==> config.mk <==
export PLATFORM = sky130hd
export DESIGN_NAME = key_debounce_scheduler
export DESIGN_NICKNAME = d
export VERILOG_FILES = /design/src/rtl/key_debounce_scheduler.sv
export SDC_FILE = /design/constraint.sdc
export NUM_CORES = 1
export LEC_CHECK = 0
export ABC_AREA = 1
export CORE_UTILIZATION = 57
export CTS_CLUSTER_DIAMETER = 80
export DETAILED_ROUTE_END_ITERATION = 16
export GPL_TIMING_DRIVEN = 0
export PLACE_DENSITY = 0.79
export SYNTH_ARGS = -nofsm -noshare
export SYNTH_HDL_FRONTEND = slang
export SYNTH_SLANG_ARGS = --single-unit
==> constraint.sdc <==
create_clock -name CLK -period 1.8 [get_ports CLK]
set_input_delay 0.36 -clock CLK [delete_from_list [all_inputs] [get_ports CLK]]
set_output_delay 0.36 -clock CLK [all_outputs]
set_load 0.01 [all_outputs]
==> src/rtl/key_debounce_scheduler.sv <==
`timescale 1ns/1ps
// ---------------------------------------------------------------------------
// key_debounce_scheduler
//
// Debounces NKEYS active-low key pins using a single shared millisecond
// timer. Pending keys take turns on the timer in round-robin order. The
// debounced level of a key is only updated when its raw (synchronised) value
// still differs from the stored level at the end of the debounce window.
//
// Ports
//   CLK          system clock, rising edge
//   RSTn         asynchronous active-low reset
//   Key_In       raw active-low key pins (asynchronous to CLK)
//   Key_Level    debounced key levels, 1 = released
//   Key_Press    one-cycle pulse on a debounced 1->0 change
//   Key_Release  one-cycle pulse on a debounced 0->1 change
//   Busy         high while the shared timer is allocated (WAIT or CHECK)
//   Grant        index of the key currently or most recently owning the timer
// ---------------------------------------------------------------------------
module key_debounce_scheduler #(
    parameter int          NKEYS  = 4,
    parameter logic [15:0] T1MS   = 16'd49_999,
    parameter logic [3:0]  DEB_MS = 4'd10
) (
    input  logic             CLK,
    input  logic             RSTn,
    input  logic [NKEYS-1:0] Key_In,
    output logic [NKEYS-1:0] Key_Level,
    output logic [NKEYS-1:0] Key_Press,
    output logic [NKEYS-1:0] Key_Release,
    output logic             Busy,
    output logic [1:0]       Grant
);

    typedef enum logic [1:0] {
        IDLE  = 2'd0,
        WAIT  = 2'd1,
        CHECK = 2'd2
    } state_t;

    state_t           state_q,    state_d;
    logic [15:0]      count1_q,   count1_d;
    logic [3:0]       count_ms_q, count_ms_d;
    logic [1:0]       grant_q,    grant_d;
    logic [1:0]       last_q,     last_d;
    logic [NKEYS-1:0] level_q,    level_d;
    logic [NKEYS-1:0] press_q,    press_d;
    logic [NKEYS-1:0] release_q,  release_d;
    logic             busy_q,     busy_d;

    logic [NKEYS-1:0] sync_p0, sync_p1;
    logic [NKEYS-1:0] pending;

    // Round-robin pick: scan starting just after the last served key and
    // wrap around; the 2-bit sum wraps naturally modulo 4.
    function automatic logic [1:0] rr_pick(input logic [NKEYS-1:0] pend,
                                           input logic [1:0]       last);
        logic [1:0] idx;
        logic [1:0] pick;
        logic       hit;
        pick = last;
        hit  = 1'b0;
        for (int i = 1; i <= NKEYS; i++) begin
            idx = last + 2'(i);
            if (!hit && pend[idx]) begin
                pick = idx;
                hit  = 1'b1;
            end
        end
        return pick;
    endfunction

    // Stage p0/p1: two-flop synchroniser; idle level of the pins is high.
    always_ff @(posedge CLK or negedge RSTn) begin
        if (!RSTn) begin
            sync_p0 <= '1;
            sync_p1 <= '1;
        end else begin
            sync_p0 <= Key_In;
            sync_p1 <= sync_p0;
        end
    end

    assign pending = sync_p1 ^ level_q;

    always_comb begin
        state_d    = state_q;
        count1_d   = '0;
        count_ms_d = '0;
        grant_d    = grant_q;
        last_d     = last_q;
        level_d    = level_q;
        press_d    = '0;
        release_d  = '0;
        case (state_q)
            IDLE: begin
                if (|pending) begin
                    grant_d = rr_pick(pending, last_q);
                    state_d = WAIT;
                end
            end
            WAIT: begin
                // The timer runs to completion regardless of what the granted
                // key does meanwhile; only its value at CHECK matters.
                if (count1_q == T1MS) begin
                    if (count_ms_q == DEB_MS - 4'd1) begin
                        state_d = CHECK;
                    end else begin
                        count_ms_d = count_ms_q + 4'd1;
                    end
                end else begin
                    count1_d   = count1_q + 16'd1;
                    count_ms_d = count_ms_q;
                end
            end
            CHECK: begin
                if (sync_p1[grant_q] != level_q[grant_q]) begin
                    level_d[grant_q] = sync_p1[grant_q];
                    if (sync_p1[grant_q]) begin
                        release_d[grant_q] = 1'b1;
                    end else begin
                        press_d[grant_q] = 1'b1;
                    end
                end
                last_d  = grant_q;
                state_d = IDLE;
            end
            default: state_d = IDLE;
        endcase
        busy_d = (state_d != IDLE);
    end

    // Stage boundary: all state and outputs registered here.
    always_ff @(posedge CLK or negedge RSTn) begin
        if (!RSTn) begin
            state_q    <= IDLE;
            count1_q   <= '0;
            count_ms_q <= '0;
            grant_q    <= '0;
            last_q     <= 2'd3;
            level_q    <= '1;
            press_q    <= '0;
            release_q  <= '0;
            busy_q     <= 1'b0;
        end else begin
            state_q    <= state_d;
            count1_q   <= count1_d;
            count_ms_q <= count_ms_d;
            grant_q    <= grant_d;
            last_q     <= last_d;
            level_q    <= level_d;
            press_q    <= press_d;
            release_q  <= release_d;
            busy_q     <= busy_d;
        end
    end

    assign Key_Level   = level_q;
    assign Key_Press   = press_q;
    assign Key_Release = release_q;
    assign Busy        = busy_q;
    assign Grant       = grant_q;

endmodule
==> flow_summary.toml <==
[sta]
period_needed_ps = 1770
clock_skew_ps = 9.08
slew_of_the_pin_with_the_lowest_slew_margin_ps = 416
maxSlewViolCount = 0
setup_violations_final = 0
report.final.hold_viol_count = 0
slew_headroom = 0.722
fin_hold_ws_ps = 355
fmax_mhz = 565
final.period_utilization = 0.983

[final_layout]
nFillCells = 285
drive_above_1_share = 0.197
syn_to_final_growth_pct = 20.4
post_route_core_utilization = 0.745
layout_commonest_cell = "sky130_fd_sc_hd__nand2_1"
layoutNonFillerInstCount = 367
most-common-layout-cells = "54 x sky130_fd_sc_hd__nand2_1, 44 x sky130_fd_sc_hd__inv_1, 32 x sky130_fd_sc_hd__dfrtp_1, 31 x sky130_fd_sc_hd__nor2_1, 30 x sky130_fd_sc_hd__nand3_1"
nets = 327
final_design_area_no_fill_sq_um = 2830
antenna-diode-count = 0

[logic_synthesis]
yosys_register_bits = 47
syn_inst = 284
cell_taking_the_most_area_after_synthesis = "sky130_fd_sc_hd__dfrtp_1"
synth_top_cells_by_area = "sky130_fd_sc_hd__dfrtp_1 35%, sky130_fd_sc_hd__dfstp_2 16%, sky130_fd_sc_hd__nand2_1 8.9%"
avgSynthCellArea_sq_um = 8.27
synth_warnings = 0
synth_nets = 293
netlist-cell-type-count = 31
synth_top_cell_area_share = 0.351
netlist_area_before_placement_sq_um = 2350
seq_area_frac_synth = 0.508

[clock_network]
clock_tree_from_tritoncts = "built"
cts-buffers-inserted = 5
numClockSinks = 47
cts_max_level = 2
root_buffer = "sky130_fd_sc_hd__clkbuf_8"
path_clk_slew_ps = 90
clock_tree.buffer_depth = 2
clock_insertion_delay_worst_skew_ps = 300

[hold_path]
holdCritPathClass = "flip-flop to flip-flop"

[floorplan]
die_x_um = 66.2
initial_utilization = 0.619
io_pins = 21
placement_rows = 22
dieHeight_um = 66.2
core_area_sq_um = 3800
die_area_sq_um = 4380

[placement]
placed_cells = 353
port-buffer-count = 20
dp_hpwl_um = 3470
dpl_cell_area_sq_um = 2630
gp_congestion = 0.889

[routing]
drcViolationCount = 0
postRouteAntennaNets = 0
dr.first_iter.drc_count = 156
dr.pass1.iters = 5
vias = 1968
drt-total-wl_um = 4800
drt-vias-per-instance = 5.36
routed_wire_length_per_instance_um = 13.1

[status]
status = "completed"

[global_routing]
grt_pass1_vias = 1764
antenna_violations_before_repair = 0
maximum_number_of_pins_on_one_net_before_global_route_repair = 34
grtUsageTotal = 0.238
grt_first_pass_wirelength_um = 7840
globalRoute.totalOverflow = 0

[power_and_ir_drop]
pwr_density_cell_nw_per_um2 = 891
vdd_ir_drop_max_mv = 0.666
post_layout_total_power_uw = 2520
leakage_uw = 0.00143

[critical_path]
worst_setup_path_end_kind = "output port"
worst_path_max_delay_cell = "sky130_fd_sc_hd__dfstp_2"
cp_num_buf_inv = 1
timing.critical_path.cells = "clkdlybuf4s50_1"
path_max_fanout = 4
cp_data_required_time_ps = 1440
slowest_delay_ps = 570
cp.arrival_ps = 1410
cp-start-kind = "flip-flop"
critical_path.top_delay_family = "flip-flops"
crit_type = "flip-flop to output port"

[job]
drv.max_cap_violation_count = 0
sequential cells by signal, summed over array words and instances (netlist names):
register     flops
count1_q        16
Key_Level        4
Key_Press        4
Key_Release      4
count_ms_q       4
sync_p0          4
sync_p1          4
Grant            2
last_q           2
state_q          2
Busy             1
stage by stage:
step	worst slack, ps	setup TNS (ps)
after floorplan	306	0
after global placement	-816	-31940
after detailed placement	97.0	0
after CTS	34.2	0
after global routing	-16.2	-32.2
final	31.3	0
per-layer routing:
layer,part of all wire,up-vias,GRT usage
li1,-,977,-
met1,0.48,926,0.347
met2,0.46,55,0.362
met3,0.049,10,0.0500
met4,0.014,0,0.0532
met5,0,-,0
where the power goes:
part | internal (uW) | switching [uW] | leakage [uW]
sequential | 1160 | 101 | 0.000571
combinational | 172 | 304 | 0.000798
clock | 414 | 370 | 0.0000581
total | 1750 | 775 | 0.00143
logic make-up after synthesis:
family	count (synthesis)	synth area share
AO/OA/AOI/OAI	19	0.0485
buffers and inverters	54	0.0873
XOR/XNOR	4	0.0149
AND/OR/NAND/NOR	157	0.325
adder cells (fa/ha/maj)	3	0.0160
flip-flops	47	0.508
worst register-to-register path, cell delays in order (launching register included):
cell and delay [ps]:
sky130_fd_sc_hd__dfrtp_1 410, sky130_fd_sc_hd__ha_2 210, sky130_fd_sc_hd__nand2_2 80, sky130_fd_sc_hd__nor2_4 120, sky130_fd_sc_hd__nand2_2 70, sky130_fd_sc_hd__nor2_4 110, sky130_fd_sc_hd__nand2_4 70, sky130_fd_sc_hd__nor3_4 210
sky130_fd_sc_hd__nand2_2 110, sky130_fd_sc_hd__o21ai_1 140, sky130_fd_sc_hd__nor2_1 60
cell type report:
class | count | area, sq um | area share
multi-input cells | 183 | 991 | 0.350
repair buffers | 27 | 262 | 0.0924
inverters | 53 | 204 | 0.0721
well taps | 48 | 60.1 | 0.0212
clock inverters | 3 | 43.8 | 0.0155
flip-flops and latches | 47 | 1190 | 0.422
clock buffers | 5 | 68.8 | 0.0243
plain buffers | 1 | 5.00 | 0.00177
timing repair:
item / in CTS / in global routing
gates resized for setup: 1 / 13
pin swaps: 0 / 5
endpoints found under the hold margin: 9 / 0
hold buffers: 1 / 0
buffers inserted: 0 / 5
endpoints found under the setup margin: 1 / 6
final timing paths:
check | start | endpoint | slack (ps) | cells past startpoint
worst max register to register | count1_q[0] | count1_q[14] | 110 | 10
worst min register to register | sync_p0[0] | sync_p1[0] | 350 | 0
worst min-delay path | sync_p0[0] | sync_p1[0] | 350 | 0
min in group asynchronous | RSTn | Key_Press[2] | 490 | 2
worst max-delay path | Key_Level[3] | Key_Level[3] | 30 | 1
max in group asynchronous | RSTn | sync_p1[1] | 760 | 3
cell usage after synthesis:
cell type,count
sky130_fd_sc_hd__dfrtp_1,33
sky130_fd_sc_hd__nand3b_1,1
sky130_fd_sc_hd__nand4_2,1
sky130_fd_sc_hd__nor4_1,1
sky130_fd_sc_hd__nand3_2,5
sky130_fd_sc_hd__buf_2,1
sky130_fd_sc_hd__a21oi_1,4
sky130_fd_sc_hd__inv_2,6
sky130_fd_sc_hd__o21ai_0,7
sky130_fd_sc_hd__nor2_4,1
sky130_fd_sc_hd__a211oi_1,1
sky130_fd_sc_hd__o211ai_1,1
sky130_fd_sc_hd__nor3_2,1
sky130_fd_sc_hd__o21a_1,1
sky130_fd_sc_hd__clkinv_1,1
sky130_fd_sc_hd__ha_1,3
sky130_fd_sc_hd__inv_1,45
sky130_fd_sc_hd__dfstp_2,14
sky130_fd_sc_hd__nand2_1,56
sky130_fd_sc_hd__a31o_2,1
sky130_fd_sc_hd__clkinv_2,1
sky130_fd_sc_hd__nor2_2,3
sky130_fd_sc_hd__nand3_1,30
sky130_fd_sc_hd__nor3_4,1
sky130_fd_sc_hd__nor3_1,6
sky130_fd_sc_hd__o21ai_1,2
sky130_fd_sc_hd__o41ai_1,2
sky130_fd_sc_hd__nand2_2,7
sky130_fd_sc_hd__xor2_1,4
sky130_fd_sc_hd__nand4_1,13
sky130_fd_sc_hd__nor2_1,31
No activity file was read; power rests on OpenSTA's default activity.
